<file path="src/rtl/day11_count_tx.sv">
`default_nettype none
// ============================================================================
// Module   : day11_count_tx
// Purpose  : Stream transmitter for the day-11 count interface. Buffers up to
//            eight 64-bit path counts, then on start pulses load to the
//            consumer and streams N_COUNTS words in index order with
//            valid/last handshaking and ready backpressure.
// Revision : 1.0 - initial release
// ----------------------------------------------------------------------------
// Parameters
//   N_COUNTS      words streamed per frame (1..8)
// Ports
//   clock_i       sole clock, rising edge
//   clear_i       asynchronous active-high reset
//   wr_valid_i    buffer write strobe (honoured only in IDLE/DONE)
//   wr_idx_i      buffer slot to write (slots >= N_COUNTS ignored)
//   wr_data_i     count value to write
//   start_i       begin a frame (honoured only in IDLE/DONE)
//   ready_i       consumer ready; transfer on count_valid_o & ready_i
//   load_o        one-cycle consumer clear before each frame
//   count_o       buf[idx], shown in every state
//   count_valid_o high in SEND
//   count_last_o  high in SEND on slot N_COUNTS-1
//   busy_o        high in LOAD and SEND
//   done_o        high in DONE
//   idx_o         current send index
//   checksum_o    wrapping sum of words transferred this frame
//                 (present only when DAY11_COUNT_TX_CHECKSUM_EN is defined)
// ============================================================================
module day11_count_tx #(
  parameter int N_COUNTS = 6
) (
  input  logic        clock_i,
  input  logic        clear_i,
  input  logic        wr_valid_i,
  input  logic [2:0]  wr_idx_i,
  input  logic [63:0] wr_data_i,
  input  logic        start_i,
  input  logic        ready_i,
  output logic        load_o,
  output logic [63:0] count_o,
  output logic        count_valid_o,
  output logic        count_last_o,
  output logic        busy_o,
  output logic        done_o,
  output logic [2:0]  idx_o
`ifdef DAY11_COUNT_TX_CHECKSUM_EN
  ,
  output logic [63:0] checksum_o
`endif
);

  localparam logic [1:0] c_ST_IDLE = 2'd0;
  localparam logic [1:0] c_ST_LOAD = 2'd1;
  localparam logic [1:0] c_ST_SEND = 2'd2;
  localparam logic [1:0] c_ST_DONE = 2'd3;

  localparam logic [3:0] c_NUM  = 4'(N_COUNTS);
  localparam logic [2:0] c_LAST = 3'(N_COUNTS - 1);

  logic [1:0]  state_q, state_d;
  logic [2:0]  idx_q, idx_d;
  logic [63:0] buf_q [0:7];

  logic w_idle_or_done;
  logic w_wr_en;
  logic w_xfer;
  logic w_at_last;

  // The buffer is writable only between frames so a frame always sees a
  // stable snapshot; out-of-range slots are silently dropped.
  assign w_idle_or_done = (state_q == c_ST_IDLE) || (state_q == c_ST_DONE);
  assign w_wr_en        = wr_valid_i && w_idle_or_done && ({1'b0, wr_idx_i} < c_NUM);
  assign w_xfer         = (state_q == c_ST_SEND) && ready_i;
  assign w_at_last      = (idx_q == c_LAST);

  // --------------------------------------------------------------------------
  // Count buffer
  // --------------------------------------------------------------------------
  for (genvar g = 0; g < 8; g++) begin : g_buf
    always_ff @(posedge clock_i or posedge clear_i) begin
      if (clear_i) begin
        buf_q[g] <= 64'd0;
      end else if (w_wr_en && (wr_idx_i == 3'(g))) begin
        buf_q[g] <= wr_data_i;
      end
    end
  end

  // --------------------------------------------------------------------------
  // Frame state machine
  // --------------------------------------------------------------------------
  always_comb begin
    state_d = state_q;
    idx_d   = idx_q;
    case (state_q)
      c_ST_IDLE, c_ST_DONE: begin
        if (start_i) begin
          state_d = c_ST_LOAD;
          idx_d   = 3'd0;
        end
      end
      c_ST_LOAD: begin
        state_d = c_ST_SEND;
      end
      c_ST_SEND: begin
        if (w_xfer) begin
          // idx stops at the last slot so DONE still reports it.
          if (w_at_last) begin
            state_d = c_ST_DONE;
          end else begin
            idx_d = idx_q + 3'd1;
          end
        end
      end
      default: begin
        state_d = c_ST_IDLE;
        idx_d   = 3'd0;
      end
    endcase
  end

  always_ff @(posedge clock_i or posedge clear_i) begin
    if (clear_i) begin
      state_q <= c_ST_IDLE;
      idx_q   <= 3'd0;
    end else begin
      state_q <= state_d;
      idx_q   <= idx_d;
    end
  end

  // All outputs decode registers only; ready_i never reaches an output.
  assign load_o        = (state_q == c_ST_LOAD);
  assign count_o       = buf_q[idx_q];
  assign count_valid_o = (state_q == c_ST_SEND);
  assign count_last_o  = (state_q == c_ST_SEND) && w_at_last;
  assign busy_o        = (state_q == c_ST_LOAD) || (state_q == c_ST_SEND);
  assign done_o        = (state_q == c_ST_DONE);
  assign idx_o         = idx_q;

`ifdef DAY11_COUNT_TX_CHECKSUM_EN
  // --------------------------------------------------------------------------
  // Frame checksum: wraps modulo 2^64, cleared in LOAD, frozen in DONE.
  // --------------------------------------------------------------------------
  logic [63:0] checksum_q, checksum_d;

  always_comb begin
    checksum_d = checksum_q;
    if (state_q == c_ST_LOAD) begin
      checksum_d = 64'd0;
    end else if (w_xfer) begin
      checksum_d = checksum_q + buf_q[idx_q];
    end
  end

  always_ff @(posedge clock_i or posedge clear_i) begin
    if (clear_i) begin
      checksum_q <= 64'd0;
    end else begin
      checksum_q <= checksum_d;
    end
  end

  assign checksum_o = checksum_q;
`endif

endmodule
`default_nettype wire

</file>
<file path="config.mk">
export PLATFORM = sky130hd
export DESIGN_NAME = day11_count_tx
export DESIGN_NICKNAME = d
export VERILOG_FILES = /design/src/rtl/day11_count_tx.sv
export SDC_FILE = /design/constraint.sdc
export NUM_CORES = 1
export LEC_CHECK = 0
export ABC_CLOCK_PERIOD_IN_PS = 21700
export CELL_PAD_IN_SITES_DETAIL_PLACEMENT = 1
export CELL_PAD_IN_SITES_GLOBAL_PLACEMENT = 2
export CORE_ASPECT_RATIO = 0.6
export CORE_MARGIN = 2
export CORE_UTILIZATION = 43
export DETAILED_ROUTE_END_ITERATION = 7
export PLACE_DENSITY_LB_ADDON = 0.15
export SLEW_MARGIN = 5
export SYNTH_ARGS = -nofsm -noshare
export SYNTH_HDL_FRONTEND = slang
export SYNTH_SLANG_ARGS = --single-unit
</file>
<file path="constraint.sdc">
create_clock -name clock_i -period 21.7 [get_ports clock_i]
set_input_delay 4.34 -clock clock_i [delete_from_list [all_inputs] [get_ports clock_i]]
set_output_delay 4.34 -clock clock_i [all_outputs]
set_load 0.1 [all_outputs]
</file>
==> results of run 1 <==
-- flip-flops by register name (all words and copies together) (netlist names) --
name	flops
buf_q	512
idx_o	3
state_q	2
-- cell families (layout without fill, tap and decap cells) --
kind of cell               count (synthesis)  in the layout  synth area share, %
muxes                                    514            514                32.55
other                                      0              1                    0
adders and majority gates                  6              6               0.3381
DFF                                      517            517                58.27
and+or+nand+nor                          211            211                3.871
buffers and inverters                    216            258                4.660
AOI/OAI and AO/OA                          9              9               0.3155
-- cells in the final DEF (no fill, tap or decap), types with 2 or more instances in the layout --
| cell type | netlist | routed |
|---|---|---|
| mux2_1 | 15 | 15 |
| dfrtp_4 | 0 | 3 |
| clkbuf_8 | 0 | 11 |
| a21o_1 | 2 | 2 |
| mux4_2 | 128 | 128 |
| nand2_1 | 193 | 193 |
| mux2_2 | 369 | 369 |
| clkbuf_16 | 0 | 53 |
| clkdlybuf4s50_1 | 0 | 143 |
| nand3_1 | 2 | 2 |
| clkinv_2 | 0 | 10 |
| bufinv_16 | 0 | 6 |
| buf_4 | 11 | 18 |
| clkbuf_1 | 140 | 10 |
| nor2_1 | 2 | 2 |
| inv_1 | 5 | 3 |
| mux2i_1 | 2 | 2 |
| dfrtp_1 | 517 | 514 |
| ha_1 | 6 | 6 |
-- how the worst max path moves through the flow --
stage	start	to	slack, ns	cells past startpoint
4_1_cts	idx_o[0]	count_o[3]	12.23	6
3_5_place_dp	idx_o[0]	count_o[3]	12.84	6
5_1_grt	idx_o[0]	count_o[57]	12.03	6
3_3_place_gp	idx_o[0]	count_o[3]	12.86	6
6_report	idx_o[0]	count_o[0]	12.40	6
2_1_floorplan	clear_i	buf_q[0]	2.92	1
-- stage by stage --
stage	utilization [%]	hold WS, ns	cells	setup WS (ns)	cell area, um^2
final	49.88	0.3713	2209	12.40	25440
after global placement	46.44	0.3599	2117	12.86	23690
after detailed placement	46.44	0.3630	2117	12.84	23690
after global routing	49.87	0.3817	2208	12.03	25440
after floorplan	-	0.4239	1473	2.918	22200
after CTS	49.87	0.3765	2208	12.23	25440
-- worst reg2reg max path: cells and delay by family (launching register included) --
kind,cells,cell delay [ns]
AND/OR/NAND/NOR,3,1.45
buffers and inverters,2,0.81
adder cells (fa/ha/maj),1,0.55
multiplexers,1,0.44
flip-flops,1,0.40
-- layer usage --
layer	GRT usage, %	up-vias	part of all wire [%]
met5	0	-	0.018
met4	3.293	2	1.4
met3	3.327	62	2.9
met2	32.30	123	49
met1	27.34	6315	47
li1	-	5142	-
-- area by class of cell --
class                   count  area, um^2  area share, %
diodes                      1       2.502       0.009836
clock buffers              74        1515          5.956
clock inverters            17       237.7         0.9344
inverters                   5       26.28         0.1033
multi-input cells         740        8258          32.46
flip-flops and latches    517       12950          50.90
well taps                 693       867.1          3.408
repair buffers            162        1587          6.236
==> flow_metrics.py, run 1 <==
metrics = {
    "cells_and_area": {
        "fill_cells": 4794,
        "final_nets": 1554,
        "areaGrowthSynthToFinish_pct": 14.58,
        "drive_gt1_share_pct": 40.33,
    },
    "yosys": {
        "async_flop_share_pct": 100.0,
        "synth_fp_nets": 1551,
        "ys_types": 35,
        "yosysWarnings": 0,
        "syn-cell-area_um2": 22200,
        "yosys-top-cells-area": "dfrtp_1 58%, mux2_2 19%, mux4_2 13%, nand2_1 3.3%, clkbuf_1 2.4%",
        "synth.top_cell.area_share_pct": 58.27,
        "synthTopCellsByCount": "517 x dfrtp_1, 369 x mux2_2, 193 x nand2_1, 140 x clkbuf_1, 128 x mux4_2",
        "ys_seq_elements": 517,
        "yosysSeqAreaShare_pct": 58.27,
        "synth_top_cell_by_area": "dfrtp_1",
        "netlist_instances": 1473,
        "synth_edf_count": 0,
        "synth_area_per_cell_um2": 15.07,
        "synth_most_common_cell": "dfrtp_1",
        "ys.flop_type": "dfrtp_1",
    },
    "worst_setup_path": {
        "ff2ff_path_depth": 7,
        "path_cells": "buf_4 -> buf_4 -> mux4_2 -> nand2_1 -> nand2_1 -> clkdlybuf4s50_1",
        "cp_slowest_cell": "clkdlybuf4s50_1",
        "required_ns": 17.36,
        "cp_max_fo": 50,
        "crit_type": "register to primary output",
        "max_stage_delay_ns": 0.99,
        "r2r-start": "state_q[0]",
        "crit_buf_inv": 3,
        "reg2reg_setup_slack_ns": 17.92,
        "cp.arrival_ns": 4.96,
        "timing.rr.end": "buf_q[383]",
        "path_delay_family": "buffers and inverters",
        "critPathCaptureType": "primary output",
        "startpoint_type": "register",
    },
    "floorplan": {
        "start_util_pct": 43.53,
        "die_h_um": 180.0,
        "die_w_um": 297.4,
        "ioPinCount": 144,
        "coreArea_um2": 51010,
        "die_area_um2": 53530,
        "rows": 64,
    },
    "hold_path": {
        "hold_path_depth": 0,
        "holdCritStartpoint": "buf_q[105]",
        "hold_path.class": "register to register",
        "whs_endpoint": "buf_q[105]",
    },
    "global_route": {
        "grt_pass1_vias": 13325,
        "grt_usage_pct": 19.42,
        "grt_max_degree": 167,
        "antenna_found_initial": 2,
        "grt_overflow": 0,
        "grt_pass1_wl_um": 81140,
    },
    "run": {
        "maxCapViolCount": 0,
    },
    "cts": {
        "postCtsSetupBuffers": 0,
        "cts_resized": 0,
        "htree_levels": 2,
        "clk_path_buf_depth": 3,
        "clockRootBuffer": "clkbuf_16",
        "cts_tree": "done",
        "clk_latency_ns": 0.57,
        "cts_inserted_buffers": 50,
        "clock_sinks": 517,
        "clk_pin_slew_ns": 0.06,
        "hold_buffers": 0,
    },
    "routing": {
        "wl_um": 50050,
        "dr.pass1.iters": 4,
        "ant_nets": 0,
        "avgViaCountPerCell": 5.271,
        "drt_iter0_drc": 446,
        "drc": 0,
        "vias": 11644,
        "wire_per_inst_um": 22.66,
    },
    "sta": {
        "timing.setup.tns_ns": 0,
        "hold_violations": 0,
        "tightestPinTransition_ns": 1.107,
        "fmaxAchievable_ghz": 0.1075,
        "rsz0062_at_grt": "no",
        "slew_violations": 0,
        "period_needed_ns": 9.300,
        "fin_crit_sh_pct": 42.86,
        "slew_headroom_pct": 26.03,
        "setup_viol": 0,
        "clock_skew_ns": 0.02363,
    },
    "placement": {
        "port_buffers": 143,
        "gp_congestion": 0.6819,
        "dp_hpwl_um": 27890,
    },
    "outcome": {
        "status": "complete, no violations",
    },
}
Power of run 1 is not shown: default switching activity piles up to over one toggle a cycle in this logic, so the estimate is an artifact.
==> inputs of run 2 (changes only) <==
Settings changed: ABC_CLOCK_PERIOD_IN_PS 21700 to 9000.
Clock period 21.7 ns to 9 ns, I/O delays scaled along.
==> flow_metrics.py, run 2 (synthesized netlist as in run 1, its figures left out) <==
metrics = {
    "outcome": {
        "status": "complete, no violations",
    },
    "routing": {
        "ant_nets": 0,
        "vias": 11464,
        "dr.pass1.iters": 5,
        "drc": 0,
        "avgViaCountPerCell": 5.185,
        "wl_um": 48350,
        "wire_per_inst_um": 21.87,
        "drt_iter0_drc": 481,
    },
    "cells_and_area": {
        "final_area_um2": 25350,
        "layoutNonFillerInstCount": 2211,
        "fill_cells": 4886,
        "multi_input_comb_area_um2": 8258,
        "largest_register_ffs": 512,
        "largest_register": "buf_q",
        "layout_commonest_cell": "dfrtp_1",
        "areaGrowthSynthToFinish_pct": 14.16,
        "seq_area_um2": 12950,
        "drive_gt1_share_pct": 40.15,
        "layout_common_cells": "514 x dfrtp_1, 369 x mux2_2, 193 x nand2_1",
        "final_nets": 1554,
    },
    "worst_setup_path": {
        "critPathCaptureType": "primary output",
        "startpoint_type": "register",
        "cp.arrival_ns": 4.25,
        "cp_max_fo": 34,
        "required_ns": 7.20,
        "critPathLaunch": "idx_o[1]",
        "crit_type": "register to primary output",
        "r2r-start": "state_q[0]",
    },
    "placement": {
        "dp_hpwl_um": 27070,
        "place_area_um2": 23720,
        "gp_congestion": 0.7011,
        "port_buffers": 143,
        "dp_cells": 2117,
    },
    "cts": {
        "clock_sinks": 517,
        "hold_buffers": 0,
        "cts_resized": 0,
        "htree_levels": 2,
        "postCtsSetupBuffers": 0,
        "clk_latency_ns": 0.57,
        "clockRootBuffer": "clkbuf_16",
        "cts_inserted_buffers": 50,
        "clk_pin_slew_ns": 0.06,
        "cts_tree": "done",
        "clk_path_buf_depth": 3,
    },
    "sta": {
        "tightestPinTransition_ns": 1.084,
        "period_needed_ns": 6.050,
        "slew_violations": 0,
        "fmaxAchievable_ghz": 0.1653,
        "timing.setup.tns_ns": 0,
        "hold_violations": 0,
        "slew_headroom_pct": 27.74,
        "setup_viol": 0,
        "fin_crit_sh_pct": 67.22,
        "rsz0062_at_grt": "no",
        "clock_skew_ns": 0.01099,
    },
    "floorplan": {
        "die_w_um": 297.4,
        "ioPinCount": 144,
        "die_area_um2": 53530,
        "start_util_pct": 43.53,
        "die_h_um": 180.0,
        "coreArea_um2": 51010,
        "rows": 64,
    },
    "hold_path": {
        "holdCritStartpoint": "buf_q[5]",
        "hold_path.class": "register to register",
    },
    "global_route": {
        "antenna_found_initial": 1,
        "grt_pass1_vias": 13058,
        "grt_pass1_wl_um": 78200,
        "grt_max_degree": 162,
        "grt_overflow": 0,
        "grt_usage_pct": 18.64,
    },
    "run": {
        "maxCapViolCount": 0,
    },
}
[run 2: changes by cell type in the layout (fill, tap and decap cells not counted)]
cell and change:
buf_12 +3, buf_4 -3, bufinv_16 -4, clkbuf_1 +4, clkbuf_8 -4, clkinv_2 +5, clkinvlp_4 +2, inv_8 -1
[run 2: layer usage]
layer	GRT usage, %	vias to the layer above	routed length [um]
li1	-	5144	-
met3	3.448	56	1580
met2	31.92	124	24100
met1	25.41	6140	22070
met5	0	-	0
met4	2.869	0	602
[run 2: area by class of cell]
type	instances	share of cell area (%)
timing repair buffer	162	6.407
clock buffer	74	5.820
antenna	1	0.009872
clock inverter	19	0.5923
sequential	517	51.08
tap	693	3.421
multi-input combinational	740	32.58
inverter	5	0.08885
[run 2: worst max-delay path, cell delays in order, from the launching register on]
cell	delay, ns
dfrtp_4	0.70
inv_2	0.75
buf_4	0.56
ha_1	0.30
and3_1	0.16
clkdlybuf4s50_1	1.13
[run 2: final timing paths]
| path | slack (ns) | depth (start not counted) | endpoint |
|---|---|---|---|
| setup / recovery | 2.95 | 5 | count_last_o |
| hold / removal | 0.37 | 0 | buf_q[5] |
| setup reg to reg | 5.58 | 8 | buf_q[353] |
| hold reg to reg | 0.37 | 0 | buf_q[5] |
| max in group asynchronous | 5.69 | 4 | buf_q[87] |
| min in group asynchronous | 1.84 | 3 | buf_q[113] |
[run 2: stage by stage]
step	worst slack (ns)	util, %	hold WS [ns]
finish	2.950	49.69	0.3718
global route	2.781	49.69	0.3838
CTS	2.842	49.69	0.3770
detailed placement	3.465	46.50	0.3630
global placement	3.517	46.50	0.3599
floorplan	0.1777	-	0.4239
Power of run 2 is left out for the same reason.
